File: config.mk
export PLATFORM = sky130hd
export DESIGN_NAME = note_sequencer
export DESIGN_NICKNAME = d
export VERILOG_FILES = /design/src/rtl/note_sequencer.sv
export SDC_FILE = /design/constraint.sdc
export NUM_CORES = 1
export LEC_CHECK = 0
export CORE_ASPECT_RATIO = 1.4
export CORE_MARGIN = 2
export CORE_UTILIZATION = 64
export CTS_CLUSTER_DIAMETER = 60
export CTS_CLUSTER_SIZE = 8
export DETAILED_ROUTE_END_ITERATION = 8
export GPL_TIMING_DRIVEN = 0
export PLACE_DENSITY = 0.93
export SLEW_MARGIN = 20
export SYNTH_ARGS = -nofsm -noshare
export SYNTH_HDL_FRONTEND = slang
export SYNTH_SLANG_ARGS = --single-unit
File: constraint.sdc
create_clock -name CLOCK_50 -period 5.95 [get_ports CLOCK_50]
set_input_delay 0.595 -clock CLOCK_50 [delete_from_list [all_inputs] [get_ports CLOCK_50]]
set_output_delay 0.595 -clock CLOCK_50 [all_outputs]
set_load 0.02 [all_outputs]
File: src/rtl/note_sequencer.sv
// Purpose : queues mouse-click note events (4-deep FIFO) and plays each one for NOTE_CYCLES,
//           then stays silent for GAP_CYCLES before the next note.
// Latency : a click on an idle, empty sequencer enables the tone 3 edges after outc is first sampled high.
// Backpressure: none upstream; a click arriving at a full queue is dropped and flagged on overflow.
// Ports   : CLOCK_50 clock, KEY async active-low reset, note_num/outc click input, flush sync clear;
//           tone_num/tone_en to the tone generator, busy, q_count occupancy, overflow drop pulse.
// Option  : define NOTE_SEQ_DEDUP_EN to drop a click that repeats the last queued note while the
//           queue is non-empty.
module note_sequencer #(
  parameter int NOTE_CYCLES = 25000000,
  parameter int GAP_CYCLES  = 2500000
) (
  input  logic       CLOCK_50,
  input  logic       KEY,
  input  logic [5:0] note_num,
  input  logic       outc,
  input  logic       flush,
  output logic [5:0] tone_num,
  output logic       tone_en,
  output logic       busy,
  output logic [2:0] q_count,
  output logic       overflow
);

  typedef enum logic [1:0] {IDLE, PLAY, GAP} state_e;

  localparam logic [24:0] NOTE_LOAD = 25'(NOTE_CYCLES - 1);
  localparam logic [24:0] GAP_LOAD  = 25'(GAP_CYCLES - 1);

  // click edge detect and one-cycle event staging
  logic       outc_q;
  logic       evt_vld_q, evt_vld_d;
  logic [5:0] evt_note_q;

  // FIFO
  logic [5:0] mem_q [4];
  logic [1:0] wr_ptr_q, rd_ptr_q;
  logic [2:0] count_q, count_d;
  logic       push, pop, dup;
  logic       overflow_q, overflow_d;

  // playback FSM
  state_e      state_q, state_d;
  logic [24:0] cnt_q, cnt_d;
  logic        tone_en_q, tone_en_d;
  logic [5:0]  tone_num_q, tone_num_d;

  // A rising click edge with a real note is staged for one cycle before entering the FIFO;
  // that staging stage is what sets the 3-edge click-to-tone latency.
  assign evt_vld_d = outc & ~outc_q & (note_num != 6'd0) & ~flush;

`ifdef NOTE_SEQ_DEDUP_EN
  logic [5:0] last_note_q;
  assign dup = evt_vld_q & (count_q != 3'd0) & (evt_note_q == last_note_q);
`else
  assign dup = 1'b0;
`endif

  // A pop frees a slot in the same cycle, so a full queue still accepts a push alongside a pop.
  assign push       = evt_vld_q & ~dup & ~flush & ((count_q != 3'd4) | pop);
  assign overflow_d = evt_vld_q & ~dup & ~flush & (count_q == 3'd4) & ~pop;

  always_comb begin
    count_d = count_q;
    if (flush) begin
      count_d = 3'd0;
    end else begin
      count_d = count_q + 3'(push) - 3'(pop);
    end
  end

  always_comb begin
    state_d    = state_q;
    cnt_d      = cnt_q;
    tone_en_d  = tone_en_q;
    tone_num_d = tone_num_q;
    pop        = 1'b0;
    case (state_q)
      IDLE: begin
        tone_en_d  = 1'b0;
        tone_num_d = 6'd0;
        if (count_q != 3'd0) begin
          pop        = 1'b1;
          state_d    = PLAY;
          cnt_d      = NOTE_LOAD;
          tone_en_d  = 1'b1;
          tone_num_d = mem_q[rd_ptr_q];
        end
      end
      PLAY: begin
        if (cnt_q == 25'd0) begin
          state_d    = GAP;
          cnt_d      = GAP_LOAD;
          tone_en_d  = 1'b0;
          tone_num_d = 6'd0;
        end else begin
          cnt_d = cnt_q - 25'd1;
        end
      end
      GAP: begin
        if (cnt_q == 25'd0) begin
          if (count_q != 3'd0) begin
            pop        = 1'b1;
            state_d    = PLAY;
            cnt_d      = NOTE_LOAD;
            tone_en_d  = 1'b1;
            tone_num_d = mem_q[rd_ptr_q];
          end else begin
            state_d = IDLE;
          end
        end else begin
          cnt_d = cnt_q - 25'd1;
        end
      end
      default: begin
        state_d    = IDLE;
        cnt_d      = 25'd0;
        tone_en_d  = 1'b0;
        tone_num_d = 6'd0;
      end
    endcase
    // flush overrides every other action, including a pop this cycle
    if (flush) begin
      state_d    = IDLE;
      cnt_d      = 25'd0;
      tone_en_d  = 1'b0;
      tone_num_d = 6'd0;
      pop        = 1'b0;
    end
  end

  always_ff @(posedge CLOCK_50 or negedge KEY) begin
    if (!KEY) begin
      outc_q     <= 1'b0;
      evt_vld_q  <= 1'b0;
      evt_note_q <= 6'd0;
      wr_ptr_q   <= 2'd0;
      rd_ptr_q   <= 2'd0;
      count_q    <= 3'd0;
      overflow_q <= 1'b0;
      state_q    <= IDLE;
      cnt_q      <= 25'd0;
      tone_en_q  <= 1'b0;
      tone_num_q <= 6'd0;
    end else begin
      outc_q     <= outc;
      evt_vld_q  <= evt_vld_d;
      evt_note_q <= note_num;
      overflow_q <= overflow_d;
      count_q    <= count_d;
      state_q    <= state_d;
      cnt_q      <= cnt_d;
      tone_en_q  <= tone_en_d;
      tone_num_q <= tone_num_d;
      if (flush) begin
        wr_ptr_q <= 2'd0;
        rd_ptr_q <= 2'd0;
      end else begin
        if (push) wr_ptr_q <= wr_ptr_q + 2'd1;
        if (pop)  rd_ptr_q <= rd_ptr_q + 2'd1;
      end
    end
  end

`ifdef NOTE_SEQ_DEDUP_EN
  always_ff @(posedge CLOCK_50 or negedge KEY) begin
    if (!KEY) begin
      last_note_q <= 6'd0;
    end else if (push) begin
      last_note_q <= evt_note_q;
    end
  end
`endif

  // storage needs no reset: entries are only read below the occupancy count
  always_ff @(posedge CLOCK_50) begin
    if (push) mem_q[wr_ptr_q] <= evt_note_q;
  end

  assign tone_num = tone_num_q;
  assign tone_en  = tone_en_q;
  assign q_count  = count_q;
  assign overflow = overflow_q;
  assign busy     = (state_q != IDLE) | (count_q != 3'd0);

endmodule

==> results of run 1 <==
report_power, final:
group / leakage (nW) / switching [mW] / internal, mW
registers: 0.871 / 0.113 / 0.621
clock network: 0.0864 / 0.210 / 0.154
logic: 0.741 / 0.694 / 0.419
total: 1.70 / 1.02 / 1.19
path summary, 6_finish.rpt:
kind	start	end	slack, ns	cells past startpoint
setup / recovery	cnt_q[0]	q_count[2]	2.40	14
hold / removal	KEY	cnt_q[16]	0.25	1
setup reg to reg	cnt_q[0]	q_count[2]	2.40	14
hold reg to reg	outc_q	evt_vld_q	0.41	1
max in group asynchronous	KEY	evt_note_q[1]	5.24	1
min in group CLOCK_50	outc_q	evt_vld_q	0.41	1
state kept, by name, indices dropped and copies added (netlist names), 2 cells and up:
| signal | flops |
|---|---|
| evt_note_q | 6 |
| mem_q | 24 |
| wr_ptr_q | 2 |
| state_q | 2 |
| q_count | 3 |
| cnt_q | 25 |
| rd_ptr_q | 2 |
| tone_num | 6 |
cells in the final DEF (no fill, tap or decap), types with 3 or more instances in the layout:
cell type        netlist  routed
dfrtp_1               50      50
clkdlybuf4s50_1        0      20
nor3_2                 3       3
and3_1                 3       3
a21o_1                 5       5
nand3_1               13      13
or4_1                  4       4
clkbuf_1              13      13
nor3_1                15      15
a211oi_1               8       8
buf_4                  2       3
inv_6                  0       3
o31a_1                 3       3
nor4b_1                3       3
ha_1                   8       8
mux4_2                 6       6
edfxtp_1              24      24
o21ai_0               14      14
nor2b_1                4       4
inv_1                 12      12
nand2_1               21      21
a21oi_1               20      20
buf_1                  4       4
xor2_1                 3       3
clkbuf_8               0       9
mux2i_1                3       3
nand4_1                3       3
a31oi_1                6       6
or3_1                  8       8
buf_2                  3       3
a21oi_2                3       3
nor4_1                11      11
a22o_1                 6       6
o31ai_1                4       4
and2_1                 4       4
nor2_1                23      23
layout make-up:
cell class / count / area [um2] / share of cell area, %
well taps: 70 / 87.58 / 1.993
repair buffers: 21 / 207.7 / 4.725
multi-input cells: 251 / 1792 / 40.76
clock buffers: 9 / 123.9 / 2.818
clock inverters: 7 / 51.30 / 1.167
inverters: 12 / 45.04 / 1.025
plain buffers: 24 / 116.4 / 2.647
flip-flops and latches: 74 / 1972 / 44.86
layer usage:
| layer | up-vias | part of all wire, % |
|---|---|---|
| met5 | - | 0 |
| met4 | 0 | 4.0 |
| met3 | 41 | 6.1 |
| met2 | 178 | 51 |
| met1 | 1604 | 39 |
| li1 | 1438 | - |
metrics by stage:
stage	hold slack [ns]	total power [mW]	instance area [um2]	setup slack [ns]
2_1_floorplan	0.2994	1.495	3925	2.888
3_3_place_gp	0.4134	1.779	4223	2.581
3_5_place_dp	0.4081	1.812	4220	2.482
4_1_cts	0.2910	2.173	4395	2.441
5_1_grt	0.3173	2.326	4395	2.204
6_report	0.2517	2.211	4395	2.400
worst max-delay path, stage by stage (launching register included):
cell and delay [ns]:
dfrtp_1 0.45, inv_1 0.11, ha_1 0.17, or4b_4 0.51, nor4_4 0.32, a21oi_2 0.20
a31oi_1 0.43, inv_1 0.09, ha_1 0.28, inv_1 0.05, ha_1 0.13, inv_1 0.05
fa_1 0.37, xnor2_1 0.19, nor2_1 0.06
logic make-up (layout without fill, tap and decap cells):
| kind of cell | Yosys count | after routing |
|---|---|---|
| adders and majority gates | 9 | 9 |
| muxes | 11 | 11 |
| xor gates and xnor gates | 4 | 4 |
| and+or+nand+nor | 131 | 131 |
| AOI/OAI and AO/OA | 96 | 96 |
| buffers and inverters | 36 | 73 |
| DFF | 74 | 74 |
==> impl_metrics.xml, run 1 <==
<?xml version="1.0" encoding="UTF-8"?>
<metrics>
  <group name="finish">
    <metric name="stdcell_count" unit="">468</metric>
    <metric name="drive_above_1_share" unit="%">12.31</metric>
    <metric name="flow.area_growth_from_synthesis" unit="%">11.99</metric>
    <metric name="finalNetCount" unit="">412</metric>
    <metric name="postLayoutCoreUtil" unit="%">74.44</metric>
    <metric name="antennaDiodeCount" unit="">0</metric>
    <metric name="fillers" unit="">398</metric>
  </group>
  <group name="timing">
    <metric name="slew_headroom" unit="%">49.56</metric>
    <metric name="timing.final.crit_period" unit="ns">3.550</metric>
    <metric name="final_max_slew_viol_count" unit="">0</metric>
    <metric name="final_hold_viol_count" unit="">0</metric>
    <metric name="fin_tns_setup" unit="ns">0</metric>
    <metric name="timing_worst_slew_pin_value" unit="ns">0.7538</metric>
    <metric name="timing.fmax" unit="MHz">281.7</metric>
    <metric name="setup-violations-final" unit="">0</metric>
    <metric name="finalClockSkew" unit="ns">0.01340</metric>
    <metric name="min_period_over_period" unit="%">59.67</metric>
    <metric name="rsz_0062_raised_after_global_routing" unit="">no</metric>
  </group>
  <group name="synthesis">
    <metric name="synth_top_cell_area_share" unit="%">31.88</metric>
    <metric name="syn_avg_cell_area" unit="um2">10.87</metric>
    <metric name="share_of_the_synthesized_area_in_compound_gates_ao_oa_aoi_oai" unit="%">17.60</metric>
    <metric name="syn_inst" unit="">361</metric>
    <metric name="synth_simple_gate_area_share" unit="%">19.32</metric>
    <metric name="synth.largest_area_cell" unit="">dfrtp_1</metric>
    <metric name="synth_cell_types" unit="">71</metric>
    <metric name="synth_most_common_cell" unit="">dfrtp_1</metric>
    <metric name="synth_area_leaders" unit="">dfrtp_1 32%, edfxtp_1 18%, mux4_2 3.4%</metric>
    <metric name="synth-adder-area-share" unit="%">3.060</metric>
    <metric name="yosys_most_used_dff" unit="">dfrtp_1</metric>
    <metric name="syn_nets" unit="">380</metric>
    <metric name="syn-cell-area" unit="mm2">0.003925</metric>
    <metric name="synth_edf_count" unit="">24</metric>
    <metric name="fraction_of_synthesized_cell_area_in_xor_and_xnor_cells" unit="%">0.8926</metric>
    <metric name="synth_common_cells" unit="">50 x dfrtp_1, 24 x edfxtp_1, 23 x nor2_1</metric>
    <metric name="largest_family_of_logic_cells_by_synthesized_area" unit="">simple AND/OR/NAND/NOR gates</metric>
    <metric name="asyncSetResetFlopFracSynth" unit="%">67.57</metric>
    <metric name="synth-warning-count" unit="">0</metric>
    <metric name="synth_seq_area_share" unit="%">50.24</metric>
    <metric name="yosys_register_bits" unit="">74</metric>
    <metric name="synth.area.mux_share" unit="%">4.782</metric>
  </group>
  <group name="clock_tree">
    <metric name="number_of_buffers_created_by_cts" unit="">9</metric>
    <metric name="cts_tree" unit="">done</metric>
    <metric name="largest_buffer_count_on_any_clock_path" unit="">2</metric>
    <metric name="worstSkewPairLatency" unit="ns">0.36</metric>
    <metric name="worst_setup_hold_path_clk_slew" unit="ns">0.09</metric>
    <metric name="post-cts-setup-buffers" unit="">0</metric>
    <metric name="post_cts_resized" unit="">0</metric>
    <metric name="ctsRootBufferMaster" unit="">clkbuf_8</metric>
    <metric name="cts-htree-levels" unit="">3</metric>
    <metric name="cts.sinks" unit="">74</metric>
    <metric name="ctsHoldBuffers" unit="">0</metric>
  </group>
  <group name="placement">
    <metric name="buffer_ports.inserted" unit="">21</metric>
    <metric name="hpwl" unit="um">7147</metric>
    <metric name="placed_cells" unit="">452</metric>
    <metric name="finalWeightedCongestion" unit="">0.9905</metric>
  </group>
  <group name="die">
    <metric name="height_of_the_die" unit="um">96.66</metric>
    <metric name="core-area" unit="mm2">0.005904</metric>
    <metric name="initial_core_utilization" unit="%">66.48</metric>
    <metric name="ios" unit="">22</metric>
    <metric name="die-width" unit="um">70.19</metric>
    <metric name="die_area" unit="mm2">0.006784</metric>
    <metric name="rows" unit="">33</metric>
  </group>
  <group name="routing">
    <metric name="drc_errors" unit="">0</metric>
    <metric name="drt-total-wl" unit="um">10330</metric>
    <metric name="first_pass_iteration_count_of_the_detailed_router" unit="">5</metric>
    <metric name="drt.antenna.violating_nets" unit="">0</metric>
    <metric name="drt_first_iter_violations" unit="">405</metric>
    <metric name="drt-vias-per-instance" unit="">6.968</metric>
    <metric name="dr_total_vias" unit="">3261</metric>
    <metric name="routedWlPerCell" unit="um">22.07</metric>
  </group>
  <group name="grt">
    <metric name="grt_pass1_wl" unit="um">16350</metric>
    <metric name="antenna_found_initial" unit="">0</metric>
    <metric name="use_met2" unit="%">52.89</metric>
    <metric name="grt_overflow_total" unit="">0</metric>
    <metric name="global_route.usage.met1" unit="%">39.09</metric>
    <metric name="gr-usage-met3" unit="%">6.250</metric>
    <metric name="groute.usage.overall" unit="%">31.68</metric>
    <metric name="grt_pass1_vias" unit="">3144</metric>
    <metric name="grt_max_degree" unit="">51</metric>
    <metric name="top_usage_layer" unit="">met2</metric>
  </group>
  <group name="power_and_ir_drop">
    <metric name="ir_drop" unit="V">0.0003831</metric>
    <metric name="cellPowerDensity" unit="mW/mm2">503.0</metric>
    <metric name="static-leakage-power" unit="nW">1.698</metric>
  </group>
  <group name="hold_path">
    <metric name="hold_class" unit="">in2async</metric>
  </group>
  <group name="worst_setup_path">
    <metric name="setup.worst_path.class" unit="">reg2reg</metric>
    <metric name="critical_path_required" unit="ns">6.17</metric>
    <metric name="cp-end-kind" unit="">flip-flop</metric>
    <metric name="worstPathArrival" unit="ns">3.77</metric>
    <metric name="worstPathMaxFanout" unit="">8</metric>
    <metric name="start_kind" unit="">flip-flop</metric>
  </group>
  <group name="run_status">
    <metric name="outcome" unit="">finished, final reports clean</metric>
  </group>
  <group name="run">
    <metric name="maxCapViolations" unit="">0</metric>
  </group>
</metrics>
(Power assumes the default switching activity.)
==> run 2: changes to the inputs <==
CORE_UTILIZATION = 60   (was 64)
PLACE_DENSITY = 0.88   (was 0.93)
clock period = 3.46 ns   (was 5.95 ns; I/O delays follow)
==> impl_metrics.xml, run 2 (synthesis results as in run 1) <==
<?xml version="1.0" encoding="UTF-8"?>
<metrics>
  <group name="clock_tree">
    <metric name="largest_buffer_count_on_any_clock_path" unit="">2</metric>
    <metric name="ctsRootBufferMaster" unit="">clkbuf_8</metric>
    <metric name="worstSkewPairLatency" unit="ns">0.36</metric>
    <metric name="cts.sinks" unit="">74</metric>
    <metric name="number_of_buffers_created_by_cts" unit="">9</metric>
    <metric name="cts-htree-levels" unit="">3</metric>
    <metric name="worst_setup_hold_path_clk_slew" unit="ns">0.09</metric>
    <metric name="cts_tree" unit="">done</metric>
    <metric name="ctsHoldBuffers" unit="">0</metric>
  </group>
  <group name="finish">
    <metric name="finalNetCount" unit="">416</metric>
    <metric name="finish.instance_area" unit="mm2">0.004514</metric>
    <metric name="flow.area_growth_from_synthesis" unit="%">15.01</metric>
    <metric name="postLayoutCoreUtil" unit="%">72.19</metric>
    <metric name="fillers" unit="">386</metric>
    <metric name="largest_registers" unit="">cnt_q (25), mem_q (24)</metric>
    <metric name="register_with_the_most_flip_flops" unit="">cnt_q</metric>
    <metric name="multi_input_area" unit="mm2">0.001821</metric>
    <metric name="antennaDiodeCount" unit="">0</metric>
    <metric name="most-common-layout-cells" unit="">50 x dfrtp_1, 24 x edfxtp_1, 23 x nor2_1, 21 x nand2_1</metric>
    <metric name="sequential_cell_area" unit="mm2">0.001972</metric>
    <metric name="drive_above_1_share" unit="%">13.43</metric>
    <metric name="final_common_cell" unit="">dfrtp_1</metric>
    <metric name="largest_register_ff_count" unit="">25</metric>
  </group>
  <group name="worst_setup_path">
    <metric name="setup.worst_path.class" unit="">reg2reg</metric>
    <metric name="crit_chain" unit="">or4_4 &gt; nor4_4 &gt; a21oi_4 &gt; nor3_4 &gt; buf_6 &gt; ha_1 &gt; inv_1 &gt; ha_1 &gt; inv_1 &gt; fa_1 &gt; xnor2_1 &gt; nor2_1</metric>
    <metric name="crit_path_max_incr_delay" unit="ns">0.64</metric>
    <metric name="cp-end-kind" unit="">flip-flop</metric>
    <metric name="start_kind" unit="">flip-flop</metric>
    <metric name="critical_path_required" unit="ns">3.68</metric>
    <metric name="crit_slowest_cell" unit="">or4_4</metric>
    <metric name="worstPathArrival" unit="ns">3.47</metric>
    <metric name="worstPathMaxFanout" unit="">8</metric>
  </group>
  <group name="placement">
    <metric name="finalWeightedCongestion" unit="">0.9528</metric>
    <metric name="dpl_cell_area" unit="mm2">0.004223</metric>
    <metric name="hpwl" unit="um">7152</metric>
    <metric name="buffer_ports.inserted" unit="">21</metric>
  </group>
  <group name="power_and_ir_drop">
    <metric name="p_total" unit="mW">4.050</metric>
    <metric name="cellPowerDensity" unit="mW/mm2">897.2</metric>
    <metric name="static-leakage-power" unit="nW">1.754</metric>
    <metric name="ir_drop" unit="V">0.0005032</metric>
  </group>
  <group name="routing">
    <metric name="drt-total-wl" unit="um">10610</metric>
    <metric name="drt_first_iter_violations" unit="">343</metric>
    <metric name="drc_errors" unit="">2</metric>
    <metric name="routedWlPerCell" unit="um">22.39</metric>
    <metric name="dr_total_vias" unit="">3366</metric>
    <metric name="drt.antenna.violating_nets" unit="">0</metric>
    <metric name="drt-vias-per-instance" unit="">7.101</metric>
    <metric name="first_pass_iteration_count_of_the_detailed_router" unit="">8</metric>
  </group>
  <group name="die">
    <metric name="core-area" unit="mm2">0.006254</metric>
    <metric name="height_of_the_die" unit="um">99.70</metric>
    <metric name="ios" unit="">22</metric>
    <metric name="rows" unit="">34</metric>
    <metric name="initial_core_utilization" unit="%">62.77</metric>
    <metric name="die-width" unit="um">72.36</metric>
    <metric name="die_area" unit="mm2">0.007214</metric>
  </group>
  <group name="grt">
    <metric name="global_route.usage.met1" unit="%">35.99</metric>
    <metric name="grt_max_degree" unit="">51</metric>
    <metric name="grt_overflow_total" unit="">0</metric>
    <metric name="grt_pass1_vias" unit="">3285</metric>
    <metric name="top_usage_layer" unit="">met2</metric>
    <metric name="groute.usage.overall" unit="%">31.13</metric>
    <metric name="grt_pass1_wl" unit="um">16750</metric>
    <metric name="gr-usage-met3" unit="%">5.876</metric>
    <metric name="use_met2" unit="%">52.36</metric>
    <metric name="antenna_found_initial" unit="">0</metric>
  </group>
  <group name="timing">
    <metric name="setup-violations-final" unit="">0</metric>
    <metric name="timing.fmax" unit="MHz">307.9</metric>
    <metric name="timing_worst_slew_pin_value" unit="ns">0.7936</metric>
    <metric name="slew_headroom" unit="%">46.69</metric>
    <metric name="finalHoldWorstSlack" unit="ns">0.005774</metric>
    <metric name="timing.final.crit_period" unit="ns">3.248</metric>
    <metric name="final_max_slew_viol_count" unit="">0</metric>
    <metric name="min_period_over_period" unit="%">93.88</metric>
    <metric name="final_hold_viol_count" unit="">0</metric>
    <metric name="finalClockSkew" unit="ns">0.01418</metric>
  </group>
  <group name="run_status">
    <metric name="outcome" unit="">complete, but fails checks</metric>
    <metric name="failed_checks" unit="">design-rule violations</metric>
  </group>
  <group name="hold_path">
    <metric name="hold_class" unit="">in2async</metric>
  </group>
  <group name="run">
    <metric name="maxCapViolations" unit="">0</metric>
  </group>
</metrics>
[run 2: changes by cell type in the layout (fill, tap and decap cells not counted), moves of 2 or more]
cell	previous run	this run
buf_4	3	8
bufinv_16	0	2
clkinv_2	2	0
clkinvlp_4	2	0
[run 2: path summary, 6_finish.rpt]
path	slack, ns	cells after the start	start	to
max	0.21	12	cnt_q[5]	q_count[2]
min	0.006	1	KEY	evt_note_q[5]
max reg2reg	0.21	12	cnt_q[5]	q_count[2]
min reg2reg	0.45	1	outc_q	evt_vld_q
max in group asynchronous	3.00	1	KEY	q_count[1]
min in group CLOCK_50	0.45	1	outc_q	evt_vld_q
[run 2: worst max-delay path: cells and delay by family, from the launching register on]
family	cells	cell delay, ns
simple gates	4	1.32
fa+ha+maj	3	0.72
flops	1	0.46
buf+inv	3	0.25
compound gates	1	0.17
xor+xnor	1	0.17
[run 2: report_power, final]
group / internal, mW / switching [mW]
clock: 0.420 / 0.379
combinational: 0.747 / 1.25
sequential: 1.07 / 0.188
[run 2: routing by layer]
metal / part of all wire [%] / up-vias
li1: - / 1453
met1: 35 / 1640
met2: 52 / 217
met3: 7.7 / 56
met4: 5.4 / 0
met5: 0 / -
[run 2: area by class of cell]
cell class              instances  area share, %
flip-flops and latches         74          43.68
multi-input cells             251          40.33
repair buffers                 26          5.432
clock buffers                   9          2.744
plain buffers                  23          2.467
clock inverters                 7          2.356
well taps                      72          1.996
inverters                      12         0.9978
[run 2: through the flow]
stage                     TNS (ns)  cells  worst slack, ns
after global routing      -0.02525    474         -0.02525
after global placement           0    454          0.09202
after detailed placement  -0.01833    454         -0.01833
final                            0    474           0.2119
after CTS                        0    470          0.01074
after floorplan                  0    361           0.3978
[run 2: timing repair]
item | CTS | global route
buffers inserted | 0 | 5
endpoints found under the setup margin | 1 | 2
endpoints found under the hold margin | 0 | 0
resized for setup | 2 | 4
cloned | 0 | 0
pin swaps | 0 | 6
==> run 3: changes to the inputs <==
CORE_UTILIZATION = 62   (was 60)
CTS_BUF_LIST = sky130_fd_sc_hd__clkbuf_2   (was default)
PLACE_DENSITY = 0.9   (was 0.88)
==> impl_metrics.xml, run 3 (synthesis results as in run 1) <==
<?xml version="1.0" encoding="UTF-8"?>
<metrics>
  <group name="worst_setup_path">
    <metric name="timing.critical_path.from" unit="">cnt_q[4]</metric>
    <metric name="start_kind" unit="">flip-flop</metric>
    <metric name="worst_r2r_src" unit="">cnt_q[4]</metric>
    <metric name="critical_path_required" unit="ns">3.89</metric>
    <metric name="cp-end-kind" unit="">flip-flop</metric>
    <metric name="worstPathArrival" unit="ns">3.73</metric>
    <metric name="reg2regPathDepth" unit="">14</metric>
    <metric name="r2r-end" unit="">q_count[2]</metric>
    <metric name="timing.reg2reg.setup_slack" unit="ns">0.16</metric>
    <metric name="worstPathMaxFanout" unit="">8</metric>
    <metric name="setup.worst_path.class" unit="">reg2reg</metric>
  </group>
  <group name="timing">
    <metric name="setup-violations-final" unit="">0</metric>
    <metric name="final_max_slew_viol_count" unit="">0</metric>
    <metric name="final.setup.worst_slack" unit="ns">0.1613</metric>
    <metric name="min_period_over_period" unit="%">95.34</metric>
    <metric name="final_hold_viol_count" unit="">0</metric>
    <metric name="timing.fmax" unit="MHz">303.2</metric>
    <metric name="fin_tns_setup" unit="ns">0</metric>
    <metric name="timing.final.crit_period" unit="ns">3.299</metric>
    <metric name="finalClockSkew" unit="ns">0.03716</metric>
    <metric name="timing_worst_slew_pin_value" unit="ns">0.7725</metric>
    <metric name="slew_headroom" unit="%">48.31</metric>
  </group>
  <group name="power_and_ir_drop">
    <metric name="ir_drop" unit="V">0.0005121</metric>
    <metric name="cellPowerDensity" unit="mW/mm2">854.1</metric>
    <metric name="p_total" unit="mW">3.780</metric>
    <metric name="static-leakage-power" unit="nW">1.715</metric>
  </group>
  <group name="die">
    <metric name="initial_core_utilization" unit="%">63.63</metric>
    <metric name="die_area" unit="mm2">0.006992</metric>
    <metric name="core-area" unit="mm2">0.006168</metric>
    <metric name="die-width" unit="um">71.25</metric>
    <metric name="height_of_the_die" unit="um">98.15</metric>
    <metric name="rows" unit="">34</metric>
    <metric name="ios" unit="">22</metric>
  </group>
  <group name="grt">
    <metric name="groute.usage.overall" unit="%">31.49</metric>
    <metric name="grt_pass1_vias" unit="">3352</metric>
    <metric name="grt_pass1_wl" unit="um">16680</metric>
    <metric name="grt_max_degree" unit="">51</metric>
    <metric name="grt_overflow_total" unit="">0</metric>
    <metric name="antenna_found_initial" unit="">0</metric>
  </group>
  <group name="finish">
    <metric name="postLayoutCoreUtil" unit="%">71.74</metric>
    <metric name="final_common_cell" unit="">dfrtp_1</metric>
    <metric name="antennaDiodeCount" unit="">0</metric>
    <metric name="register_with_the_most_flip_flops" unit="">cnt_q</metric>
    <metric name="drive_above_1_share" unit="%">13.40</metric>
    <metric name="stdcell_count" unit="">475</metric>
    <metric name="finalNetCount" unit="">417</metric>
    <metric name="largest_register_ff_count" unit="">25</metric>
    <metric name="largest_registers" unit="">cnt_q (25), mem_q (24)</metric>
    <metric name="fillers" unit="">419</metric>
    <metric name="flow.area_growth_from_synthesis" unit="%">12.75</metric>
    <metric name="most-common-layout-cells" unit="">50 x dfrtp_1, 24 x edfxtp_1, 23 x nor2_1, 21 x nand2_1</metric>
  </group>
  <group name="routing">
    <metric name="drt_first_iter_violations" unit="">402</metric>
    <metric name="drt-vias-per-instance" unit="">6.926</metric>
    <metric name="drt.antenna.violating_nets" unit="">0</metric>
    <metric name="drt-total-wl" unit="um">10380</metric>
    <metric name="dr_total_vias" unit="">3290</metric>
    <metric name="routedWlPerCell" unit="um">21.86</metric>
    <metric name="drc_errors" unit="">0</metric>
    <metric name="first_pass_iteration_count_of_the_detailed_router" unit="">5</metric>
  </group>
  <group name="clock_tree">
    <metric name="cts_tree" unit="">done</metric>
    <metric name="worst_setup_hold_path_clk_slew" unit="ns">0.22</metric>
    <metric name="number_of_buffers_created_by_cts" unit="">9</metric>
    <metric name="cts-htree-levels" unit="">3</metric>
    <metric name="cts.sinks" unit="">74</metric>
    <metric name="largest_buffer_count_on_any_clock_path" unit="">2</metric>
    <metric name="ctsRootBufferMaster" unit="">clkbuf_2</metric>
    <metric name="worstSkewPairLatency" unit="ns">0.55</metric>
  </group>
  <group name="hold_path">
    <metric name="hold_class" unit="">in2reg</metric>
    <metric name="timing.hold.worst_endpoint" unit="">evt_note_q[4]</metric>
    <metric name="worstHoldPathCells" unit="">1</metric>
    <metric name="holdCritStartpoint" unit="">note_num[4]</metric>
  </group>
  <group name="placement">
    <metric name="detailedPlace.worstSlack" unit="ns">-0.06965</metric>
    <metric name="buffer_ports.inserted" unit="">21</metric>
    <metric name="finalWeightedCongestion" unit="">1.004</metric>
    <metric name="hpwl" unit="um">7306</metric>
    <metric name="placed_cells" unit="">454</metric>
  </group>
  <group name="run_status">
    <metric name="outcome" unit="">finished, final reports clean</metric>
  </group>
  <group name="run">
    <metric name="maxCapViolations" unit="">0</metric>
  </group>
</metrics>
[run 3: cell type report]
| class | count | area, um2 | area share, % |
|---|---|---|---|
| inverter | 12 | 45.04 | 1.018 |
| tap | 72 | 90.09 | 2.036 |
| multi-input combinational | 251 | 1827 | 41.28 |
| timing repair buffer | 26 | 247.7 | 5.598 |
| clock inverter | 7 | 76.32 | 1.725 |
| buffer | 24 | 122.6 | 2.771 |
| clock buffer | 9 | 45.04 | 1.018 |
| sequential | 74 | 1972 | 44.56 |
[run 3: repair_timing]
action / CTS / global route
hold endpoints to repair: 50 / 0
pin swaps: 1 / 3
setup endpoints to repair: 2 / 2
resized for setup: 3 / 4
setup buffers: 2 / 2
hold buffers: 1 / 0
gates cloned: 0 / 0
[run 3: metal layers]
layer  vias to the layer above  share of wire [%]  wire, um  track usage, %
met5                         -                  0         0               0
met1                      1594                 35      3623           35.36
met2                       186                 52      5398           53.21
met4                         0                5.5       569           18.58
met3                        56                7.6       792           7.946
li1                       1454                  -         -               -
[run 3: worst max-delay path: stages, from the launching register on]
cell     delay, ns
dfrtp_1       0.42
buf_6         0.14
or4_4         0.53
buf_6         0.17
nor4_4        0.32
a21oi_4       0.15
a31oi_4       0.27
inv_1         0.08
ha_1          0.28
inv_1         0.06
ha_1          0.13
inv_1         0.05
fa_1          0.38
xnor2_1       0.17
nor2_1        0.06
[run 3: power by group]
part / internal [mW] / leakage [nW] / switching (mW)
logic: 0.766 / 0.775 / 1.24
clock network: 0.173 / 0.0693 / 0.346
registers: 1.07 / 0.871 / 0.188
[run 3: per-stage QoR]
step	hold slack [ns]	instance area, um2
final	0.2537	4425
after global routing	0.2169	4425
after CTS	0.2237	4385
after detailed placement	0.4132	4223
after global placement	0.4125	4225
after floorplan	0.05041	3925
[run 3: worst max-delay path by stage]
stage                            end  slack, ns
after floorplan           q_count[2]       0.40
after global placement    q_count[2]       0.06
after detailed placement  q_count[2]      -0.07
after CTS                 q_count[2]      0.001
after global routing      q_count[2]     -0.004
final                     q_count[2]       0.16
